<file path="config.mk">
export PLATFORM = sky130hd
export DESIGN_NAME = tc_result_writeback
export DESIGN_NICKNAME = d
export VERILOG_FILES = /design/src/rtl/tc_result_writeback.sv
export SDC_FILE = /design/constraint.sdc
export NUM_CORES = 1
export LEC_CHECK = 0
export BUFFER_PORTS_ARGS = -buffer_cell sky130_fd_sc_hd__buf_2
export CAP_MARGIN = 25
export CORE_AREA = 2 2 256 258
export CTS_CLUSTER_DIAMETER = 30
export DETAILED_ROUTE_END_ITERATION = 12
export DIE_AREA = 0 0 258 260
export HOLD_SLACK_MARGIN = 0.06
export REMOVE_ABC_BUFFERS = 1
export SETUP_SLACK_MARGIN = 0.02
export SLEW_MARGIN = 20
export SYNTH_ARGS = -nofsm -noshare
export SYNTH_HDL_FRONTEND = slang
export SYNTH_SLANG_ARGS = --single-unit
</file>
<file path="constraint.sdc">
create_clock -name clk -period 6.61 [get_ports clk]
set_clock_uncertainty 0.15 [all_clocks]
set_input_delay 0.9915 -clock clk [delete_from_list [all_inputs] [get_ports clk]]
set_output_delay 0.9915 -clock clk [all_outputs]
set_load 0.02 [all_outputs]
</file>
<file path="src/rtl/tc_result_writeback.sv">
// Tensor-core result writeback: latches one SHAPE_M x SHAPE_N result matrix and drains it
// to the register file one row per beat, with a zero-bubble hand-off to the next matrix.
module tc_result_writeback #(
   parameter int SHAPE_M    = 8,
   parameter int SHAPE_N    = 8,
   parameter int XLEN       = 8,
   parameter int VL         = 8,
   parameter int DEPTH_WARP = 3
) (
   input  logic                              clk,
   input  logic                              rst,
   input  logic                              in_valid_i,
   output logic                              in_ready_o,
   input  logic [SHAPE_M*SHAPE_N*XLEN-1:0]   in_data_i,
   input  logic [VL*5-1:0]                   in_fflags_i,
   input  logic [7:0]                        in_reg_idxw_i,
   input  logic [DEPTH_WARP-1:0]             in_warpid_i,
   output logic                              wb_valid_o,
   input  logic                              wb_ready_i,
   output logic [SHAPE_N*XLEN-1:0]           wb_data_o,
   output logic [$clog2(SHAPE_M)-1:0]        wb_row_o,
   output logic [7:0]                        wb_reg_idxw_o,
   output logic [DEPTH_WARP-1:0]             wb_warpid_o,
   output logic                              wb_last_o,
   output logic [4:0]                        wb_fflags_o,
   output logic                              busy_o
);
   // state | meaning
   // IDLE  | no matrix held, ready for a new result
   // DRAIN | matrix held, emitting one row per beat handshake
   localparam logic [0:0] S_IDLE  = 1'b0;
   localparam logic [0:0] S_DRAIN = 1'b1;

   localparam int RW    = $clog2(SHAPE_M);
   localparam int ROW_W = SHAPE_N * XLEN;
   localparam logic [RW-1:0] LAST_ROW = RW'(SHAPE_M - 1);

   logic [0:0]                        r_state;
   logic [RW-1:0]                     r_row;
   logic [SHAPE_M*SHAPE_N*XLEN-1:0]   r_data;
   logic [7:0]                        r_base;
   logic [DEPTH_WARP-1:0]             r_warp;
   logic [4:0]                        r_flags;

   logic                              w_drain;
   logic                              w_last;
   logic                              w_wb_fire;
   logic                              w_in_fire;
   logic [4:0]                        w_flags_or;
   logic [ROW_W-1:0]                  w_row_data;

   assign w_drain   = (r_state == S_DRAIN);
   assign w_last    = w_drain && (r_row == LAST_ROW);
   assign w_wb_fire = w_drain && wb_ready_i;
   // Ready never looks at in_valid_i, so upstream may wait on ready without a loop.
   assign in_ready_o = !w_drain || (wb_ready_i && w_last);
   assign w_in_fire  = in_valid_i && in_ready_o;

   always_comb begin
      w_flags_or = '0;
      for (int l = 0; l < VL; l++) begin
         w_flags_or = w_flags_or | in_fflags_i[l*5 +: 5];
      end
   end

   always_comb begin
      w_row_data = '0;
      for (int r = 0; r < SHAPE_M; r++) begin
         if (r_row == RW'(r)) begin
            w_row_data = r_data[r*ROW_W +: ROW_W];
         end
      end
   end

   always_ff @(posedge clk) begin
      if (rst) begin
         r_state <= S_IDLE;
         r_row   <= '0;
         r_data  <= '0;
         r_base  <= '0;
         r_warp  <= '0;
         r_flags <= '0;
      end else if (w_in_fire) begin
         r_state <= S_DRAIN;
         r_row   <= '0;
         r_data  <= in_data_i;
         r_base  <= in_reg_idxw_i;
         r_warp  <= in_warpid_i;
         r_flags <= w_flags_or;
      end else if (w_wb_fire) begin
         if (w_last) begin
            r_state <= S_IDLE;
         end else begin
            r_row <= r_row + 1'b1;
         end
      end
   end

   assign busy_o        = w_drain;
   assign wb_valid_o    = w_drain;
   assign wb_data_o     = w_drain ? w_row_data : '0;
   assign wb_row_o      = w_drain ? r_row : '0;
   assign wb_reg_idxw_o = w_drain ? (r_base + 8'(r_row)) : 8'h00;
   assign wb_warpid_o   = w_drain ? r_warp : '0;
   assign wb_last_o     = w_last;
   assign wb_fflags_o   = w_last ? r_flags : 5'b00000;

endmodule

</file>
After elaboration in Yosys (flattened, before gate mapping) --
Index checks and enable logic that the tools add are counted.
Operators by class: add/subtract/negate cells 2, equal/unequal tests 7, mux-type cells 16, bitwise gates (word level) 8, reductions and logical operators 12
Operators by type and width (number):
- 64-bit two-way mux | 9
- 5-bit bitwise OR | 7
- 3-bit == test (second input constant) | 4
- 8-bit by 3-bit adder with 8-bit output | 1
- 8-bit two-way mux | 1
- 3-bit by 2-bit == test with 1-bit output (second input constant) | 2
- 3-bit two-way mux | 2
- 5-bit two-way mux | 1
- 1-bit logical AND | 4
- 2-bit AND reduction | 2
- 2-bit nonzero test | 2
- 3-bit by 1-bit adder with 3-bit output (second input constant) | 1
- 3-bit by 1-bit == test with 1-bit output (second input constant) | 1
- 3-bit zero test | 1
- 1-bit two-way mux | 3
- 2-bit OR reduction | 1
- 1-bit zero test | 1
- 1-bit logical OR | 1
- 1-bit inverter | 1
Storage, ports and cells: register bits after elaboration 532, output and inout bits 87, word-level logic and storage cells 51

Longest topological paths before layout --
Gate-level depths: netlist of run 1.
depth in word-level cells 10, gate-level depth with buffers 11

Worst setup path after synthesis of run 1 --
No wires, ideal clock.
kind register to output, start point reg r_row[1], end point out wb_data_o[41], data arrival time 2008 ps, data required time 5468 ps, setup slack 3461 ps, cell stages (with the launch flop) 9, path buffers 3, cells stage by stage dfxtp_1 > inv_1 > ha_1 > buf_2 > buf_2 > buf_2 > a221oi_1 > o221ai_1 > a31oi_1
Between the ends: cells in the longest elaborated chain, start to end 10
RTL lines:
- start: declaration | RTL line 39 | logic [RW-1:0] r_row;
- start signal: assignment | RTL line 94 | r_row <= r_row + 1'b1;
- 3-bit zero test | RTL line 69 | if (r_row == RW'(r)) begin
- 64-bit two-way mux (7 in a row) | RTL line 69
- 64-bit two-way mux * | RTL line 69
- 64-bit two-way mux * | RTL line 101 | assign wb_data_o = w_drain ? w_row_data : '0;
- end: declaration | RTL line 20 | output logic [SHAPE_N*XLEN-1:0] wb_data_o,
Every way passes the cells marked *; elsewhere a longest branch is shown, timed or not.

Worst setup path after layout of run 1 --
start point reg r_row[0], end point out wb_data_o[26]
Same word-level chain as after synthesis.

==> results of run 1 <==
[flip-flops by register name, indices dropped and copies added (netlist names)]
name	count
r_data	512
r_base	8
r_flags	5
r_row	3
r_warp	3
busy_o	1
[routing by layer]
metal  wire, um  track usage (%)  part of all wire [%]  vias to the layer above
met3       6500             6.19                   7.2                      199
met1      37100             31.7                    41                    11600
li1           -                -                     -                    12200
met4       2990             11.9                   3.3                       24
met5        156                0                  0.17                        -
met2      43100             42.2                    48                      900
[cell usage after synthesis, drive strengths merged (2+ instances only)]
library cell,n,area share (%)
nor2b,5,0.13
ha,9,0.47
a221oi,64,2.4
nand2,1241,20
nor2,10,0.16
nand2b,65,1.7
and2,13,0.34
buf,141,3.2
mux2i,2,0.084
xnor2,3,0.11
a31oi,64,1.7
a311oi,5,0.18
nand3,65,1.4
nor4,10,0.26
and3,5,0.13
o21ai,67,1.4
clkbuf,149,2.4
o221ai,64,2.4
dfxtp,532,45
a21o,2,0.063
a21oi,590,12
nor3,2,0.042
a22oi,64,2.0
inv,137,2.2
[worst min-delay path: stages, from the launching register on]
cell,delay [ns]
dfxtp_1,0.30
nand2_1,0.05
a21oi_1,0.05
[cells by family (layout without fill, tap and decap cells)]
kind of cell	after synthesis	after routing	share of synthesized area (%)
simple gates	1419	1419	23.9
xor+xnor	3	3	0.111
flops	532	532	44.9
fa+ha+maj	10	10	0.559
compound gates	924	924	22.7
mux	2	2	0.0844
buf+inv	427	1054	7.74
other cells	0	33	0
[per-stage QoR]
step           power, W  hold slack [ns]  setup TNS [ns]
6_report         0.0110            0.295               0
5_1_grt          0.0114            0.309               0
4_1_cts          0.0110            0.297               0
3_5_place_dp    0.00451            0.291               0
3_3_place_gp    0.00450            0.287               0
2_1_floorplan   0.00414            0.275        -2444.30
[how the worst max path moves through the flow]
stage | startpoint | end | slack [ns]
final | r_row[0] | wb_data_o[26] | 1.57
after detailed placement | r_row[1] | wb_data_o[0] | 2.23
after global placement | r_row[1] | wb_data_o[0] | 2.26
after CTS | r_row[1] | wb_data_o[0] | 1.51
after global routing | r_row[0] | wb_data_o[17] | 1.40
after floorplan | busy_o | r_flags[0] | -4.80
[report_power, final]
group          internal (W)  switching, W
logic              0.000360      0.000577
clock network       0.00450       0.00200
registers           0.00341      0.000112
total               0.00827       0.00269
[final cells by class]
type,count,area [um^2]
Clock inverter,54,694
Multi-Input combinational cell,2358,11300
Tap cell,855,1070
Inverter,137,515
Clock buffer,181,3830
Antenna cell,33,82.6
Fill cell,6458,32300
Timing Repair Buffer,682,3620
Sequential cell,532,10700
==> summary.txt, run 1 <==
Final layout
  • Syn-to-layout area delta: 34.1%
  • Final nets: 4420
  • Fraction of layout cells with a size suffix above 1: 23.1%
  • Commonest cells after routing, fill and taps aside: nand2_1, buf_2, a21oi_1
  • Non-Filler Instances: 4832
  • Fin util: 49.6%
  • Finished Cell Area: 31800 um^2
  • Most common cell after layout, fill and taps aside: nand2_1

Drt
  • Drt pass-1 iters: 5
  • Residual DRC: 0
  • Routed len/inst: 18.6 um
  • Drt initial violations: 2430
  • Post-DRT Antenna Nets: 0
  • DRT Wirelength: 89800 um
  • Vias per cell: 5.16
  • Routed via count: 24900

GRT
  • Vias in the first global route: 23800
  • Largest net degree at the start of global routing: 182
  • Total track usage: 25.7%
  • Grt total ovfl: 0
  • Global-route wire length before repair: 135000 um
  • Antenna violations before repair: 42

Worst setup path
  • Max FO, Critical Path: 64
  • Worst path slowest cell: and2_4
  • CP Launch Type: register
  • Reg-to-Reg Start: r_row[1]
  • Cell Chain, Critical Path: inv_1, ha_4, and2_4, buf_4, a22oi_1, a31oi_1, buf_2
  • CP arrival: 3.90 ns
  • R2r endpoint: r_data[273]
  • Crit-path leading delay family: buffers and inverters
  • Crit path kind: register to primary output
  • Worst EP required: 5.47 ns
  • Number of buffers and inverters on the critical path: 3
  • Critical path depth: 7
  • Worst R2R Setup Slack: 3.18 ns
  • Highest cell delay on the worst timing path: 0.74 ns
  • Crit. End Element: primary output
  • FF-to-FF path depth: 7

Timing
  • Worst-Margin Slew: 0.974 ns
  • Unrepaired setup endpoints after global routing: no
  • Post-route minimum period: 5.04 ns
  • Final setup viols: 0
  • Final period utilization: 76.3%
  • Setup ws final: 1.57 ns
  • Final hold vios: 0
  • Fmax: 0.198 GHz
  • Pins Over Slew Limit: 0
  • Normalized max-slew margin: 34.9%

Yosys
  • #FFs+latches synth: 532
  • Synth Instances: 3317
  • Yosys cell types: 36
  • Total of warnings raised by yosys: 0
  • Top_reg_cell synth: dfxtp_1
  • Mapped Area: 23700 um^2
  • FFs w/ async S/R, synth: 0%
  • Syn avg cell area: 7.15 um^2
  • Seq/Total Area, Yosys: 44.9%
  • Post-synth EDFFs: 0

Clock network
  • Clk buf depth: 3
  • Total clock buffers created by CTS: 132
  • Clock root buffer: clkbuf_16
  • Clock-pin slew on the worst setup and hold paths: 0.04 ns
  • H-tree depth: 4
  • Cts hold-fix bufs: 0
  • CTS tree: yes
  • Post-CTS Resized: 0
  • Clock Latency Late Sink: 0.67 ns
  • Post-CTS Setup Inserts: 0
  • Clock sink count: 532

Place
  • Post-DP HPWL: 56900 um
  • Place WS: 2.23 ns
  • Placed cell area: 27200 um^2
  • IO buf count: 653
  • Placer congestion estimate: 0.837
  • Dpl cells: 4564

Hold path
  • Worst Hold End: r_data[189]
  • Hold Path Origin: r_data[189]
  • WHS Path Cells: 2
  • Worst min path class: register to register

Pwr
  • P_leak: 12.7 nW
  • P per Cell Area: 344 nW/um^2
  • Peak VDD IR: 195 uV

Floorplanning
  • Ports: 654
  • Die area: 67100 um^2
  • Row count: 93
  • Die X: 258 um
  • Chip Height: 260 um
  • Starting density of the core: 37.0%
  • Area of the core: 64100 um^2

Status
  • Status: complete, no violations

Job
  • MaxCap Viol Count: 0
No activity file was read; power rests on OpenSTA's default activity.
==> run 2: changes to the inputs <==
- clock period: 6.61 -> 4.33 ns (I/O delays scaled with it)
==> run 2 against run 1 <==
Clock power increased by 43%. Core utilization increased by 1.9 points. Via count is 2.4% higher. Largest power group unchanged. Highest routed layer unchanged.
==> summary.txt, run 2 (synthesis results as in run 1) <==
Status
  • Status: complete, no violations

GRT
  • Antenna violations before repair: 13
  • Vias in the first global route: 24300
  • Grt total ovfl: 0
  • Total track usage: 25.3%
  • Largest net degree at the start of global routing: 119
  • Global-route wire length before repair: 134000 um

Worst setup path
  • Cell Chain, Critical Path: ha_1, ha_1, clkinv_2, buf_4, o221ai_1, a31oi_1, buf_2
  • Crit. End Element: primary output
  • Number of buffers and inverters on the critical path: 3
  • Worst EP required: 3.53 ns
  • Crit-path leading delay family: buffers and inverters
  • R2r endpoint: r_data[77]
  • CP Launch Type: register
  • Highest cell delay on the worst timing path: 0.59 ns
  • Most frequent CP cell: ha_1
  • Crit path kind: register to primary output
  • Max FO, Critical Path: 14
  • CP arrival: 3.39 ns
  • Worst R2R Setup Slack: 1.15 ns
  • Worst path slowest cell: ha_1
  • FF-to-FF path depth: 8
  • Reg-to-Reg Start: r_row[0]

Timing
  • Setup total negative slack: 0 ns
  • Worst-Margin Slew: 0.904 ns
  • Final period utilization: 96.8%
  • Worst hold slack: 0.0892 ns
  • Final setup viols: 0
  • Fmax: 0.239 GHz
  • Pins Over Slew Limit: 0
  • Final hold vios: 0
  • Post-route minimum period: 4.19 ns
  • Normalized max-slew margin: 39.7%
  • Unrepaired setup endpoints after global routing: yes

Drt
  • Highest Signal Layer: met5
  • Vias per cell: 5.16
  • Routed via count: 25600
  • Drt initial violations: 2155
  • Routed len/inst: 18.1 um
  • Met3 Routed Length: 5740 um
  • Post-DRT Antenna Nets: 0
  • Met1 Wirelength: 37100 um
  • Residual DRC: 0
  • Drt pass-1 iters: 7
  • Routed wl met2: 44100 um
  • DRT Wirelength: 89900 um

Final layout
  • Most common cell after layout, fill and taps aside: nand2_1
  • Fraction of layout cells with a size suffix above 1: 22.9%
  • Non-Filler Instances: 4953
  • Reg area: 10700 um^2
  • Fill cells: 6368
  • Biggest register: r_data
  • Max FFs per register: 512
  • Syn-to-layout area delta: 39.2%
  • Multi-input logic area: 11300 um^2
  • Fin util: 51.5%
  • Largest regs: r_data x512, r_base x8, r_flags x5
  • Commonest cells after routing, fill and taps aside: nand2_1, buf_2, a21oi_1
  • Final nets: 4568

Hold path
  • Hold Path Origin: in_data_i[255]
  • Worst Hold End: r_data[255]
  • WHS Path Cells: 3
  • Worst min path class: primary input to register

Clock network
  • Total clock buffers created by CTS: 118
  • Clk buf depth: 3
  • H-tree depth: 3
  • Clock Latency Late Sink: 0.65 ns
  • Clock root buffer: clkbuf_16
  • Clock-pin slew on the worst setup and hold paths: 0.05 ns
  • Clock sink count: 532
  • CTS tree: yes

Place
  • Post-DP HPWL: 59900 um
  • IO buf count: 653
  • Placer congestion estimate: 0.843
  • Dpl cells: 4596

Floorplanning
  • Starting density of the core: 37.0%
  • Area of the core: 64100 um^2
  • Ports: 654
  • Row count: 93
  • Die X: 258 um
  • Chip Height: 260 um
  • Die area: 67100 um^2

Pwr
  • Share of power burned in the clock network: 57.2%
  • Comb pwr share: 9.7%
  • Peak VDD IR: 269 uV
  • NetSw: 0.00401 W
  • Internal power: 0.0122 W
  • Sequential Power Share: 33.1%
  • Total power: 0.0162 W
  • P per Cell Area: 491 nW/um^2
  • Sw frac: 24.7%
  • P_leak: 13.2 nW

Job
  • MaxCap Viol Count: 0
-- run 2: cell types whose count changed in the layout (fill, tap and decap cells not counted), moves of 6 or more --
cell and delta:
buf_4 +29, diode_2 -24, dlygate4sd3_1 +127, clkinv_2 +9, clkbuf_16 -18, clkinvlp_4 -6
clkbuf_1 -8
-- run 2: repair_timing --
item                       CTS  global route
gates resized for setup      0             1
hold buffers               127             0
hold endpoints to repair   127             0
setup endpoints to repair    0            14
buffers inserted             0             2
-- run 2: worst max-delay path by stage --
stage / from / end / slack (ns) / depth (start not counted)
2_1_floorplan: busy_o / r_flags[0] / -7.08 / 3
3_3_place_gp: r_row[0] / wb_data_o[21] / 0.83 / 8
3_5_place_dp: r_row[0] / wb_data_o[21] / 0.79 / 8
4_1_cts: r_row[1] / wb_data_o[21] / 0.08 / 8
5_1_grt: r_row[1] / wb_data_o[28] / 0.01 / 7
6_report: r_row[0] / wb_data_o[57] / 0.14 / 7
-- run 2: through the flow --
stage | area, um^2 | worst slack, ns
final | 33000 | 0.139
after global routing | 33000 | 0.0137
after CTS | 33000 | 0.0849
after detailed placement | 27500 | 0.792
after global placement | 27500 | 0.828
after floorplan | 22400 | -7.08
-- run 2: power groups by stage --
stage / combinational [W] / clock (W) / sequential [W]
finish: 0.00158 / 0.00928 / 0.00536
global route: 0.00175 / 0.00962 / 0.00539
CTS: 0.00158 / 0.00936 / 0.00536
detailed placement: 0.00148 / 0 / 0.00545
global placement: 0.00147 / 0 / 0.00544
floorplan: 0.000918 / 0 / 0.00540
-- run 2: final cells by class --
class                           instances  share of cell area, %
Antenna cell                            9                 0.0682
Clock buffer                          156                   10.2
Clock inverter                         62                   2.58
Inverter                              137                   1.56
Multi-Input combinational cell       2359                   34.3
Sequential cell                       532                   32.3
Tap cell                              855                   3.24
Timing Repair Buffer                  843                   15.7
-- run 2: metal layers --
metal / up-vias / GRT usage, %
li1: 12500 / -
met1: 12000 / 31.6
met2: 927 / 42.8
met3: 181 / 4.70
met4: 4 / 10.5
met5: - / 0
-- run 2: tightest hold or removal path, delay by kind of cell --
family	cells	cell delay, ns
and+or+nand+nor	1	0.06
buffers and inverters	1	0.10
AOI/OAI and AO/OA	1	0.05
